`src/rtl/wb_pkg.sv`:
```
// Shared definitions for the write-back select pipe: load-size codes, the default
// constant source value and the skid-buffer occupancy encoding.
package wb_pkg;

   typedef enum logic [1:0] {
      LD_WORD = 2'b00,
      LD_HALF = 2'b01,
      LD_BYTE = 2'b10,
      LD_RSVD = 2'b11
   } ld_size_e;

   typedef enum logic [1:0] {
      EMPTY = 2'd0,
      ONE   = 2'd1,
      TWO   = 2'd2
   } occ_e;

   localparam int unsigned CONST_VAL_DEFAULT = 277;

   // Sign- or zero-extend a narrow field into the low bits of a 32-bit word.
   function automatic logic [31:0] ext16(input logic [15:0] v, input logic uns);
      return {{16{~uns & v[15]}}, v};
   endfunction

   function automatic logic [31:0] ext8(input logic [7:0] v, input logic uns);
      return {{24{~uns & v[7]}}, v};
   endfunction

endpackage

```
`src/rtl/wb_select_pipe_load_extract.sv`:
```
// Combinational load-data extraction: picks the addressed byte/halfword of the
// memory word and extends it; flags reserved sizes and misaligned halfwords.
module load_extract
   import wb_pkg::*;
#(
   parameter int WIDTH = 32
) (
   input  logic [WIDTH-1:0] data_i,
   input  logic [1:0]       ld_size_i,
   input  logic             ld_unsigned_i,
   input  logic [1:0]       byte_off_i,
   output logic [WIDTH-1:0] data_o,
   output logic             err_o
);

   logic [15:0] half_v;
   logic [7:0]  byte_v;
   logic [31:0] ext_v;

   always_comb begin
      half_v = byte_off_i[1] ? data_i[31:16] : data_i[15:0];
      byte_v = data_i[{byte_off_i, 3'b000} +: 8];
      ext_v  = data_i[31:0];
      data_o = data_i;
      err_o  = 1'b0;
      case (ld_size_e'(ld_size_i))
         LD_HALF: begin
            ext_v  = ext16(half_v, ld_unsigned_i);
            // A misaligned half is still extracted so the trap handler sees real data.
            err_o  = byte_off_i[0];
            data_o = {{(WIDTH-32){ext_v[31]}}, ext_v};
         end
         LD_BYTE: begin
            ext_v  = ext8(byte_v, ld_unsigned_i);
            data_o = {{(WIDTH-32){ext_v[31]}}, ext_v};
         end
         LD_RSVD: err_o = 1'b1;
         default: ;
      endcase
   end

endmodule

```
`src/rtl/wb_select_pipe.sv`:
```
// Write-back source selector with load extraction, registered behind a
// 2-entry valid/ready skid buffer so the register-file port may stall.
module wb_select_pipe
   import wb_pkg::*;
#(
   parameter  int          WIDTH     = 32,
   parameter  int          NUM_IN    = 7,
   parameter  int unsigned CONST_VAL = CONST_VAL_DEFAULT,
   parameter  int          MEM_SRC   = 1,
   localparam int          SEL_W     = $clog2(NUM_IN + 1)
) (
   input  logic                    clk_i,
   input  logic                    rst_ni,
   input  logic [NUM_IN*WIDTH-1:0] src_data_i,
   input  logic [SEL_W-1:0]        sel_i,
   input  logic [1:0]              ld_size_i,
   input  logic                    ld_unsigned_i,
   input  logic [1:0]              byte_off_i,
   input  logic                    in_valid_i,
   output logic                    in_ready_o,
   output logic                    out_valid_o,
   input  logic                    out_ready_i,
   output logic [WIDTH-1:0]        out_data_o,
   output logic                    out_err_o
);

   localparam logic [WIDTH-1:0] CONST_W = WIDTH'(CONST_VAL);

   typedef struct packed {
      logic [WIDTH-1:0] data;
      logic             err;
   } entry_t;

   occ_e             state_q, state_d;
   logic             in_ready_q;
   entry_t           head_q, skid_q;
   entry_t           new_entry;
   logic [WIDTH-1:0] sel_data;
   logic [WIDTH-1:0] ext_data;
   logic             ext_err;
   logic             push, pop;

   always_comb begin
      sel_data = CONST_W;
      for (int i = 0; i < NUM_IN; i++) begin
         if (sel_i == SEL_W'(i)) sel_data = src_data_i[i*WIDTH +: WIDTH];
      end
   end

   load_extract #(.WIDTH(WIDTH)) u_extract (
      .data_i        (src_data_i[MEM_SRC*WIDTH +: WIDTH]),
      .ld_size_i     (ld_size_i),
      .ld_unsigned_i (ld_unsigned_i),
      .byte_off_i    (byte_off_i),
      .data_o        (ext_data),
      .err_o         (ext_err)
   );

   always_comb begin
      new_entry.data = sel_data;
      new_entry.err  = 1'b0;
      if (sel_i == SEL_W'(MEM_SRC)) begin
         new_entry.data = ext_data;
         new_entry.err  = ext_err;
      end
   end

   // Handshakes use the registered ready only, so out_ready never reaches in_ready.
   assign push = in_valid_i & in_ready_q;
   assign pop  = (state_q != EMPTY) & out_ready_i;

   always_ff @(posedge clk_i or negedge rst_ni) begin
      if (!rst_ni) begin
         state_q    <= EMPTY;
         in_ready_q <= 1'b1;
      end else begin
         state_q    <= state_d;
         in_ready_q <= (state_d != TWO);
      end
   end

   always_comb begin
      state_d = state_q;
      case (state_q)
         EMPTY: if (push) state_d = ONE;
         ONE: begin
            if (pop && !push)      state_d = EMPTY;
            else if (push && !pop) state_d = TWO;
         end
         TWO:     if (pop) state_d = ONE;
         default: state_d = EMPTY;
      endcase
   end

   always_comb begin
      out_valid_o = (state_q != EMPTY);
      in_ready_o  = in_ready_q;
      out_data_o  = head_q.data;
      out_err_o   = head_q.err;
   end

   // Only pushes load from the inputs, so idle-cycle garbage never reaches an entry.
   always_ff @(posedge clk_i or negedge rst_ni) begin
      if (!rst_ni) begin
         head_q <= '0;
         skid_q <= '0;
      end else begin
         if (push && (state_q == EMPTY || (state_q == ONE && pop)))
            head_q <= new_entry;
         else if (pop && state_q == TWO)
            head_q <= skid_q;
         if (push && !pop && state_q == ONE)
            skid_q <= new_entry;
      end
   end

endmodule

```
`config.mk`:
```
export PLATFORM = sky130hd
export DESIGN_NAME = wb_select_pipe
export DESIGN_NICKNAME = d
export VERILOG_FILES = /design/src/rtl/wb_pkg.sv /design/src/rtl/wb_select_pipe_load_extract.sv /design/src/rtl/wb_select_pipe.sv
export SDC_FILE = /design/constraint.sdc
export NUM_CORES = 1
export LEC_CHECK = 0
export BUFFER_PORTS_ARGS = -buffer_cell sky130_fd_sc_hd__clkbuf_2
export CORE_UTILIZATION = 35
export CTS_BUF_LIST = sky130_fd_sc_hd__clkbuf_4 sky130_fd_sc_hd__clkbuf_8
export CTS_CLUSTER_SIZE = 24
export DETAILED_ROUTE_END_ITERATION = 16
export SYNTH_ARGS = -nofsm -noshare
export SYNTH_HDL_FRONTEND = slang
export SYNTH_SLANG_ARGS = --single-unit
```
`constraint.sdc`:
```
create_clock -name clk_i -period 3.2 [get_ports clk_i]
set_clock_uncertainty 0.15 [all_clocks]
set_input_delay 0.16 -clock clk_i [delete_from_list [all_inputs] [get_ports clk_i]]
set_output_delay 0.16 -clock clk_i [all_outputs]
set_load 0.01 [all_outputs]
```
==> results of run 1 <==
area by class of cell:
| type | instances | area [µm²] |
|---|---|---|
| Clock buffer | 15 | 200 |
| Fill cell | 1578 | 8100 |
| Inverter | 9 | 33.8 |
| Multi-Input combinational cell | 514 | 3470 |
| Sequential cell | 69 | 1730 |
| Tap cell | 211 | 264 |
| Timing Repair Buffer | 285 | 1470 |
cell usage in the layout, fill, tap and decap left out, drive strengths merged, types with 4 or more instances in the layout:
cell / count
clkbuf: 283
nand2: 106
dfrtp: 68
a21oi: 62
o21ai: 61
mux2: 47
mux2i: 44
a22oi: 28
a21o: 21
buf: 15
nor2: 15
a211oi: 14
and3: 12
nor3: 11
nor2b: 9
a22o: 9
nand2b: 8
inv: 8
o22ai: 7
a221oi: 6
a211o: 6
a32oi: 5
a31oi: 4
how the worst max path moves through the flow:
stage,to,start,slack (ns)
floorplan,skid_q[15],in_ready_o,1.24
global placement,skid_q[15],sel_i[0],0.75
detailed placement,skid_q[31],sel_i[0],0.70
CTS,skid_q[7],in_ready_o,1.08
global route,skid_q[14],sel_i[0],0.90
finish,skid_q[28],sel_i[0],1.07
registers in the layout (all words and copies together), names as in the netlist:
name / cells
in_ready_o: 1
out_data_o: 32
out_err_o: 1
skid_q: 33
state_q: 2
cells in the mapped netlist (6+ instances only):
cell,n
a21oi_1,62
inv_1,7
a211oi_1,13
nor2b_1,9
buf_2,16
dfrtp_1,68
o21ai_0,37
a211o_1,6
mux2_2,34
mux2i_1,44
nand2_1,106
clkbuf_1,24
o22ai_1,7
nor3_1,9
nand2b_1,8
a21o_1,21
a22oi_1,26
a22o_1,9
o21ai_1,24
mux2_1,10
and3_1,12
nor2_1,13
buf_6,7
a221oi_1,6
power by group:
| group | total, mW | switching [mW] | internal [mW] |
|---|---|---|---|
| Combinational | 1.66 | 0.902 | 0.760 |
| Clock | 0.713 | 0.321 | 0.392 |
| Sequential | 1.50 | 0.229 | 1.28 |
| Total | 3.88 | 1.45 | 2.43 |
metrics by stage:
step	hold slack (ns)	power (mW)	utilization, %	std cells
global placement	0.284	3.18	45.5	1086
CTS	0.0834	3.92	46.9	1103
detailed placement	0.278	3.20	45.5	1086
floorplan	-0.286	2.51	-	646
finish	0.0901	3.88	46.9	1103
global route	0.121	4.19	46.9	1103
worst max-delay path: stages:
cell and delay [ns]:
buf_2 0.61, buf_4 0.30, nand2b_1 0.21, nor2_1 0.19
a211oi_1 0.31, a22oi_1 0.14, mux2_2 0.28
routing by layer:
metal | wire, µm | part of all wire (%)
met2 | 10400 | 48
met5 | 0 | 0
met4 | 345 | 1.6
met3 | 1500 | 6.9
met1 | 9330 | 43
logic make-up (layout without fill, tap and decap cells):
family	Yosys count	count (layout)	share of synthesized area, %
AO/OA/AOI/OAI	244	244	29.5
AND/OR/NAND/NOR	176	176	14.7
flip-flops	69	69	31.4
multiplexers	91	91	17.8
adder cells (fa/ha/maj)	3	3	0.682
buffers and inverters	63	309	5.89
==> results.py, run 1 <==
metrics = {
    "setup_path": {
        "required_ns": 3.29,
        "r2r_cells": 4,
        "crit_path_max_fanout": 37,
        "rrSetupSlack_ns": 1.11,
        "regToRegStartpoint": "in_ready_o",
        "end_kind": "register",
        "r2r_end": "skid_q[7]",
        "startpoint_type": "input pin",
        "crit_type": "in -> reg",
        "cp.arrival_ns": 2.22,
    },
    "placed_design": {
        "port_buffers": 270,
        "dpl-instance-area_um2": 6940,
        "dp_hpwl_mm": 17.4,
        "place.gp.congestion": 0.902,
        "dpl_worst_slack_ns": 0.696,
    },
    "logic_synthesis": {
        "synthArstFlopShare_pct": 100,
        "synth_ff_type": "dfrtp_1",
        "synth_edf_count": 0,
        "yosysUniqueCellTypes": 58,
        "yosysTopAreaCell": "dfrtp_1",
        "syn_inst": 646,
        "synth_area_leaders": "dfrtp_1 31%, mux2i_1 8.0%, nand2_1 7.2%",
        "synth_top_area_share_pct": 30.9,
        "syn_nets": 885,
        "syn_avg_cell_area_um2": 8.52,
        "yosys_register_bits": 69,
        "synthesis.area_um2": 5510,
        "ys_seq_area_share_pct": 31.4,
        "synth_warnings": 0,
    },
    "finish": {
        "finalInstanceArea_um2": 7160,
        "finalNetCount": 1127,
        "area_growth_pct": 30.1,
        "n_antenna_cell": 0,
        "drive_gt1_share_pct": 39.9,
    },
    "timing": {
        "fmax_ghz": 0.469,
        "setup-tns-final_ns": 0,
        "rsz0062_at_grt": "no",
        "tightest_slew_ns": 1.06,
        "period_needed_ns": 2.13,
        "slew_violations": 0,
        "finalHoldViolations": 0,
        "slew_headroom_pct": 29.6,
        "setup_viol": 0,
        "timing.final.crit_share_pct": 66.6,
        "setup_slack_ns": 1.07,
    },
    "die": {
        "ios": 271,
        "row_count": 45,
        "dieArea_um2": 16200,
        "fp.dieW_um": 127,
        "die_h_um": 127,
        "coreArea_um2": 15300,
        "start_util_pct": 36.1,
    },
    "worst_hold_path": {
        "hp-class": "in -> reg",
        "hold_end": "out_data_o[16]",
        "hold_start": "src_data_i[48]",
        "worstHoldPathCells": 4,
    },
    "clock_tree": {
        "cts_made_buffers": 9,
        "cts.clk_slew.worst_paths_ns": 0.07,
        "cts_sinks": 69,
        "cts_tree": "yes",
        "clock_latency_ns": 0.36,
        "cts_setup_buffers": 0,
        "root_buffer": "clkbuf_8",
        "h-tree-depth": 3,
        "ctsResizeCount": 0,
        "hold_buffers": 2,
        "cts_buffer_depth": 2,
    },
    "global_route": {
        "grt_start_max_net_pins": 70,
        "overflow": 0,
        "top_usage_layer": "met2",
        "gr-usage-met2_pct": 46.0,
        "grt_pass1_vias": 5810,
        "antenna_found_initial": 0,
        "grt_pass1_wl_mm": 33.3,
        "met3_usage_pct": 5.44,
        "grtUsageTotal_pct": 27.2,
        "use_met1_pct": 35.6,
    },
    "pwr": {
        "power_density_nw_per_um2": 542,
        "ir_worst_vdd_v": 0.000255,
        "leakage_nw": 3.66,
    },
    "route": {
        "post-route-drc-count": 0,
        "antenna_left": 0,
        "vias_per_cell": 5.50,
        "firstDrtPassIters": 6,
        "dr_total_vias": 6067,
        "drt-total-wl_mm": 21.6,
        "drt_iter0_drc": 416,
        "wl_per_cell_um": 19.6,
    },
    "job": {
        "maxCapViolations": 0,
    },
    "status": {
        "status": "completed",
    },
}
No activity file was read; power rests on OpenSTA's default activity.
==> run 2, diff against run 1 <==
clock period = 2.1 ns   (was 3.2 ns; I/O delays follow)
==> run 2 against run 1 <==
Compared with the run above:
- worst setup slack got worse by 0.85 ns
- sequential power up 53%
- worst hold slack got worse by 0.023 ns
- die area unchanged
- core utilization up 1.9 points
- combinational power rose by 58%
- non-clock buffer count up 29
- critical path type is now reg -> reg
==> results.py, run 2 (synthesis results as in run 1) <==
metrics = {
    "finish": {
        "final_cells": 1133,
        "drive_gt1_share_pct": 41.9,
        "top_register": "skid_q",
        "finalNetCount": 1156,
        "area_growth_pct": 35.3,
        "final_common_cell": "clkbuf_2",
        "largest_register_ffs": 33,
        "layout_common_cells": "268 x clkbuf_2, 106 x nand2_1, 68 x dfrtp_1, 62 x a21oi_1, 44 x mux2i_1",
        "n_antenna_cell": 0,
    },
    "die": {
        "die_h_um": 127,
        "dieArea_um2": 16200,
        "row_count": 45,
        "fp.dieW_um": 127,
        "ios": 271,
        "start_util_pct": 36.1,
        "coreArea_um2": 15300,
    },
    "timing": {
        "timing.final.crit_share_pct": 89.5,
        "fmax_ghz": 0.532,
        "whs_ns": 0.0675,
        "tightest_slew_ns": 0.783,
        "finalHoldViolations": 0,
        "slew_violations": 0,
        "setup-tns-final_ns": 0,
        "rsz0062_at_grt": "no",
        "slew_headroom_pct": 47.6,
        "setup_viol": 0,
        "period_needed_ns": 1.88,
    },
    "status": {
        "status": "completed",
    },
    "route": {
        "firstDrtPassIters": 5,
        "antenna_left": 0,
        "dr_total_vias": 6116,
        "wl_per_cell_um": 19.0,
        "vias_per_cell": 5.40,
        "drt_iter0_drc": 515,
        "drt-total-wl_mm": 21.5,
        "post-route-drc-count": 0,
    },
    "global_route": {
        "grt_start_max_net_pins": 51,
        "grt_pass1_wl_mm": 33.0,
        "antenna_found_initial": 0,
        "grtUsageTotal_pct": 26.7,
        "overflow": 0,
        "grt_pass1_vias": 5882,
    },
    "clock_tree": {
        "cts_setup_buffers": 0,
        "h-tree-depth": 3,
        "cts_tree": "yes",
        "cts_made_buffers": 9,
        "cts.clk_slew.worst_paths_ns": 0.07,
        "hold_buffers": 2,
        "clock_latency_ns": 0.35,
        "cts_buffer_depth": 2,
        "root_buffer": "clkbuf_8",
        "ctsResizeCount": 0,
        "cts_sinks": 69,
    },
    "placed_design": {
        "port_buffers": 270,
        "place_inst": 1115,
        "dp_hpwl_mm": 17.6,
        "place.gp.congestion": 0.929,
    },
    "setup_path": {
        "crit_type": "reg -> reg",
        "end_kind": "register",
        "startpoint_type": "register",
        "required_ns": 2.18,
        "cp.arrival_ns": 1.96,
        "crit_path_max_fanout": 10,
    },
    "pwr": {
        "ir_worst_vdd_v": 0.000392,
        "p_total_mw": 6.02,
        "leakage_nw": 3.82,
        "power_density_nw_per_um2": 809,
    },
    "worst_hold_path": {
        "hp-class": "in -> reg",
    },
    "job": {
        "maxCapViolations": 0,
    },
}
==> run 2: cell count changes in the layout (fill, tap and decap cells not counted) <==
cell        delta
clkinv_2       +2
clkinvlp_4     +1
buf_12         +5
bufinv_16      +1
clkbuf_8       -3
buf_4         +24
==> run 2: critical path, cell delays in order, from the launching register on <==
cell,delay [ns]
dfstp_2,0.53
nand2_1,0.13
nor3_2,0.31
nor2_1,0.26
a22o_1,0.24
a21o_1,0.15
==> run 2: path summary, 6_finish.rpt <==
check                                       to  slack (ns)  depth (start not counted)            from
worst min register to register       skid_q[8]        0.33                          2       skid_q[8]
worst max register to register  out_data_o[21]        0.22                          5      in_ready_o
worst max-delay path            out_data_o[21]        0.22                          5      in_ready_o
worst min-delay path            out_data_o[21]        0.07                          4  src_data_i[53]
max in group asynchronous           in_ready_o        1.01                          3          rst_ni
min in group asynchronous       out_data_o[15]        0.11                          2          rst_ni
==> run 2: metal layers <==
| metal | global-route usage, % | vias to the layer above | part of all wire (%) |
|---|---|---|---|
| li1 | - | 2938 | - |
| met1 | 35.2 | 2899 | 43 |
| met2 | 45.2 | 252 | 48 |
| met3 | 5.19 | 27 | 7.0 |
| met4 | 5.74 | 0 | 1.7 |
| met5 | 0 | - | 0 |
==> run 2: layout make-up <==
class	count	area, µm²
clock buffers	12	159
clock inverters	4	47.5
fillers	1566	7810
inverters	9	33.8
multi-input cells	514	3470
flip-flops and latches	69	1730
well taps	211	264
repair buffers	314	1750
==> run 2: metrics by stage <==
stage	worst slack (ns)	area, µm²	util (%)
6_report	0.221	7450	48.8
5_1_grt	0.0581	7450	48.8
4_1_cts	0.209	7450	48.8
3_5_place_dp	-0.0521	7220	47.3
3_3_place_gp	0.0486	7220	47.3
2_1_floorplan	0.136	5510	-
==> run 2: power by group <==
part | leakage [nW] | internal, mW | switching [mW]
clock network | 0.106 | 0.623 | 0.485
registers | 0.847 | 1.94 | 0.345
logic | 2.87 | 1.24 | 1.39
total | 3.82 | 3.80 | 2.22
==> run 3, diff against run 2 <==
CTS_BUF_LIST = default   (was sky130_fd_sc_hd__clkbuf_4 sky130_fd_sc_hd__clkbuf_8)
GPL_TIMING_DRIVEN = 0   (was default)
SYNTH_HIERARCHICAL = 1   (was default)
==> run 3 against run 2 <==
Compared with the run above:
- combinational power increased by 9.5%
- clock power up 50%
- highest routed layer unchanged
- power grew 14%
- die area increased by 3.3%
- first-iteration DRC count increased by 8.9%
- clock-buffer cell count shrank 3
- maximum frequency is 6.6% lower
- non-clock buffer count grew 25
- core utilization grew 0.37 points
- flip-flop and latch count unchanged
- worst hold slack got worse by 0.052 ns
==> results.py, run 3 <==
metrics = {
    "status": {
        "status": "completed",
    },
    "logic_synthesis": {
        "synthAdderAreaFrac_pct": 0.659,
        "synth_edf_count": 0,
        "synth_compound_area_share_pct": 29.0,
        "synthSimpleGateAreaFrac_pct": 15.9,
        "syn_avg_cell_area_um2": 8.51,
        "syn_inst": 669,
        "yosysTopAreaCell": "dfrtp_1",
        "synthXorXnorAreaFrac_pct": 0.154,
        "yosys_register_bits": 69,
        "synthesis.area_um2": 5690,
        "synth_top_family_by_area": "compound AO/OA/AOI/OAI gates",
        "synth_most_common_cell": "nand2_1",
        "synth_area_leaders": "dfrtp_1 30%, mux2i_1 8.4%, mux2_2 7.5%",
        "yosysUniqueCellTypes": 52,
        "syn_nets": 908,
        "synth_warnings": 6,
        "synth_ff_type": "dfrtp_1",
        "synthArstFlopShare_pct": 100,
        "synth_top_area_share_pct": 29.9,
        "ys_seq_area_share_pct": 30.4,
        "synth_common_cells": "109 x nand2_1, 68 x dfrtp_1, 48 x mux2i_1",
        "synthMuxAreaShare_pct": 16.9,
    },
    "setup_path": {
        "required_ns": 2.17,
        "crit_path_max_fanout": 8,
        "cp.arrival_ns": 2.08,
        "end_kind": "register",
        "startpoint_type": "input pin",
        "cpMaxStageDelayCell": "a22o_4",
        "crit_family": "compound AO/OA/AOI/OAI gates",
        "crit_type": "in -> reg",
        "crit_chain": "clkbuf_2 -> inv_1 -> ha_1 -> and2_2 -> a22o_4 -> nand2b_1 -> buf_2 -> a21oi_2 -> buf_4 -> mux2i_1 -> o221ai_1 -> a21oi_1 -> o31ai_1",
        "cpPeakStageDelay_ns": 0.26,
        "critPathBufInv": 4,
    },
    "route": {
        "met3_length_mm": 1.61,
        "met1Wirelength_mm": 11.1,
        "dr_total_vias": 6533,
        "post-route-drc-count": 0,
        "drt-total-wl_mm": 25.1,
        "wl_met2_mm": 11.8,
        "vias_per_cell": 5.56,
        "antenna_left": 0,
        "top_layer": "met4",
        "wl_per_cell_um": 21.3,
        "drt_iter0_drc": 561,
        "firstDrtPassIters": 5,
    },
    "placed_design": {
        "port_buffers": 268,
        "dp_hpwl_mm": 20.0,
        "dpl-instance-area_um2": 7330,
        "place.gp.congestion": 0.910,
        "dpl_worst_slack_ns": -0.584,
        "place_inst": 1154,
    },
    "die": {
        "ios": 271,
        "row_count": 46,
        "dieArea_um2": 16800,
        "die_h_um": 130,
        "start_util_pct": 35.8,
        "coreArea_um2": 15900,
        "fp.dieW_um": 130,
    },
    "finish": {
        "finalNetCount": 1192,
        "final.fill_count": 1655,
        "largest_register_ffs": 33,
        "layout_common_cells": "277 x clkbuf_2, 108 x nand2_1, 68 x dfrtp_1, 48 x mux2i_1, 42 x o31ai_1",
        "top_register": "skid_q",
        "n_antenna_cell": 0,
        "drive_gt1_share_pct": 41.8,
        "final_cells": 1174,
        "finalInstanceArea_um2": 7810,
        "final_common_cell": "clkbuf_2",
        "area_growth_pct": 37.3,
    },
    "global_route": {
        "antenna_found_initial": 0,
        "grt_start_max_net_pins": 47,
        "grt_pass1_wl_mm": 36.8,
        "grtUsageTotal_pct": 29.9,
        "grt_pass1_vias": 6310,
        "overflow": 0,
    },
    "clock_tree": {
        "clock_latency_ns": 0.35,
        "cts_buffer_depth": 2,
        "cts_tree": "yes",
        "cts.clk_slew.worst_paths_ns": 0.06,
        "cts_sinks": 69,
        "cts_made_buffers": 9,
        "root_buffer": "clkbuf_16",
        "h-tree-depth": 3,
    },
    "timing": {
        "fmax_ghz": 0.497,
        "setup_viol": 0,
        "finalHoldViolations": 0,
        "setup-tns-final_ns": 0,
        "period_needed_ns": 2.01,
        "slew_headroom_pct": 44.6,
        "setup_slack_ns": 0.0896,
        "slew_violations": 0,
        "tightest_slew_ns": 0.831,
        "timing.final.crit_share_pct": 95.7,
        "whs_ns": 0.0157,
    },
    "worst_hold_path": {
        "hp-class": "in -> reg",
    },
    "pwr": {
        "ir_worst_vdd_v": 0.000456,
        "power_density_nw_per_um2": 878,
        "leakage_nw": 3.91,
    },
    "job": {
        "maxCapViolations": 0,
    },
}
-- run 3: cell types whose count changed in the layout (fill, tap and decap cells not counted), moves of 21 or more --
cell / delta
a21oi_1: -32
a22oi_1: -21
buf_2: +27
buf_4: -34
o221ai_1: +29
o31ai_1: +41
-- run 3: timing repair --
item / 4_1_cts / 5_1_grt
hold buffers: 5 / 0
pin swaps: 0 / 2
gates resized for setup: 5 / 39
endpoints found under the setup margin: 26 / 63
setup buffers: 0 / 2
cloned: 0 / 0
hold endpoints to repair: 77 / 0
-- run 3: layout make-up --
cell class                 instances  area, µm²  area share (%)
clock buffer                       9        225            2.88
sequential                        69       1730            22.1
clock inverter                     7       98.8            1.27
buffer                            63        364            4.66
inverter                          13       48.8           0.625
tap                              216        270            3.46
multi-input combinational        521       3630            46.4
timing repair buffer             276       1450            18.5
-- run 3: cells by family after synthesis --
| group | Yosys count |
|---|---|
| buffers and inverters | 79 |
| adders and majority gates | 3 |
| muxes | 89 |
| and+or+nand+nor | 192 |
| xor gates and xnor gates | 1 |
| DFF | 69 |
| AOI/OAI and AO/OA | 236 |
-- run 3: where the power goes --
group / total, mW / switching (mW) / internal, mW / leakage (nW)
combinational: 2.88 / 1.60 / 1.28 / 2.88
clock: 1.67 / 0.622 / 1.04 / 0.156
sequential: 2.31 / 0.363 / 1.95 / 0.867
-- run 3: metal layers --
metal / track usage (%) / up-vias
li1: - / 3103
met1: 39.8 / 3054
met2: 50.2 / 340
met3: 3.76 / 36
met4: 9.99 / 0
met5: 0 / -
-- run 3: metrics by stage --
stage                     utilization, %  total power [mW]
final                               49.2              6.86
after global routing                49.2              7.25
after global placement              46.0              5.10
after detailed placement            46.2              5.13
after floorplan                        -              3.94
after CTS                           48.6              6.82
-- run 3: path summary, 6_finish.rpt --
path                                 start             end  slack, ns  depth (start not counted)
max                           ld_size_i[0]  out_data_o[13]       0.09                         13
min                        src_data_i[223]  out_data_o[31]       0.02                          3
max reg2reg                     in_ready_o       skid_q[8]       0.11                          6
min reg2reg                      skid_q[6]       skid_q[6]       0.32                          2
max in group asynchronous           rst_ni      skid_q[27]       1.13                          3
min in group asynchronous           rst_ni      skid_q[15]       0.10                          2
-- run 3: worst register-to-register path, delay by kind of cell, from the launching register on --
family,cells,cell delay [ns]
flip-flops,1,0.54
AO/OA/AOI/OAI,1,0.07
AND/OR/NAND/NOR,3,0.65
buffers and inverters,2,0.46
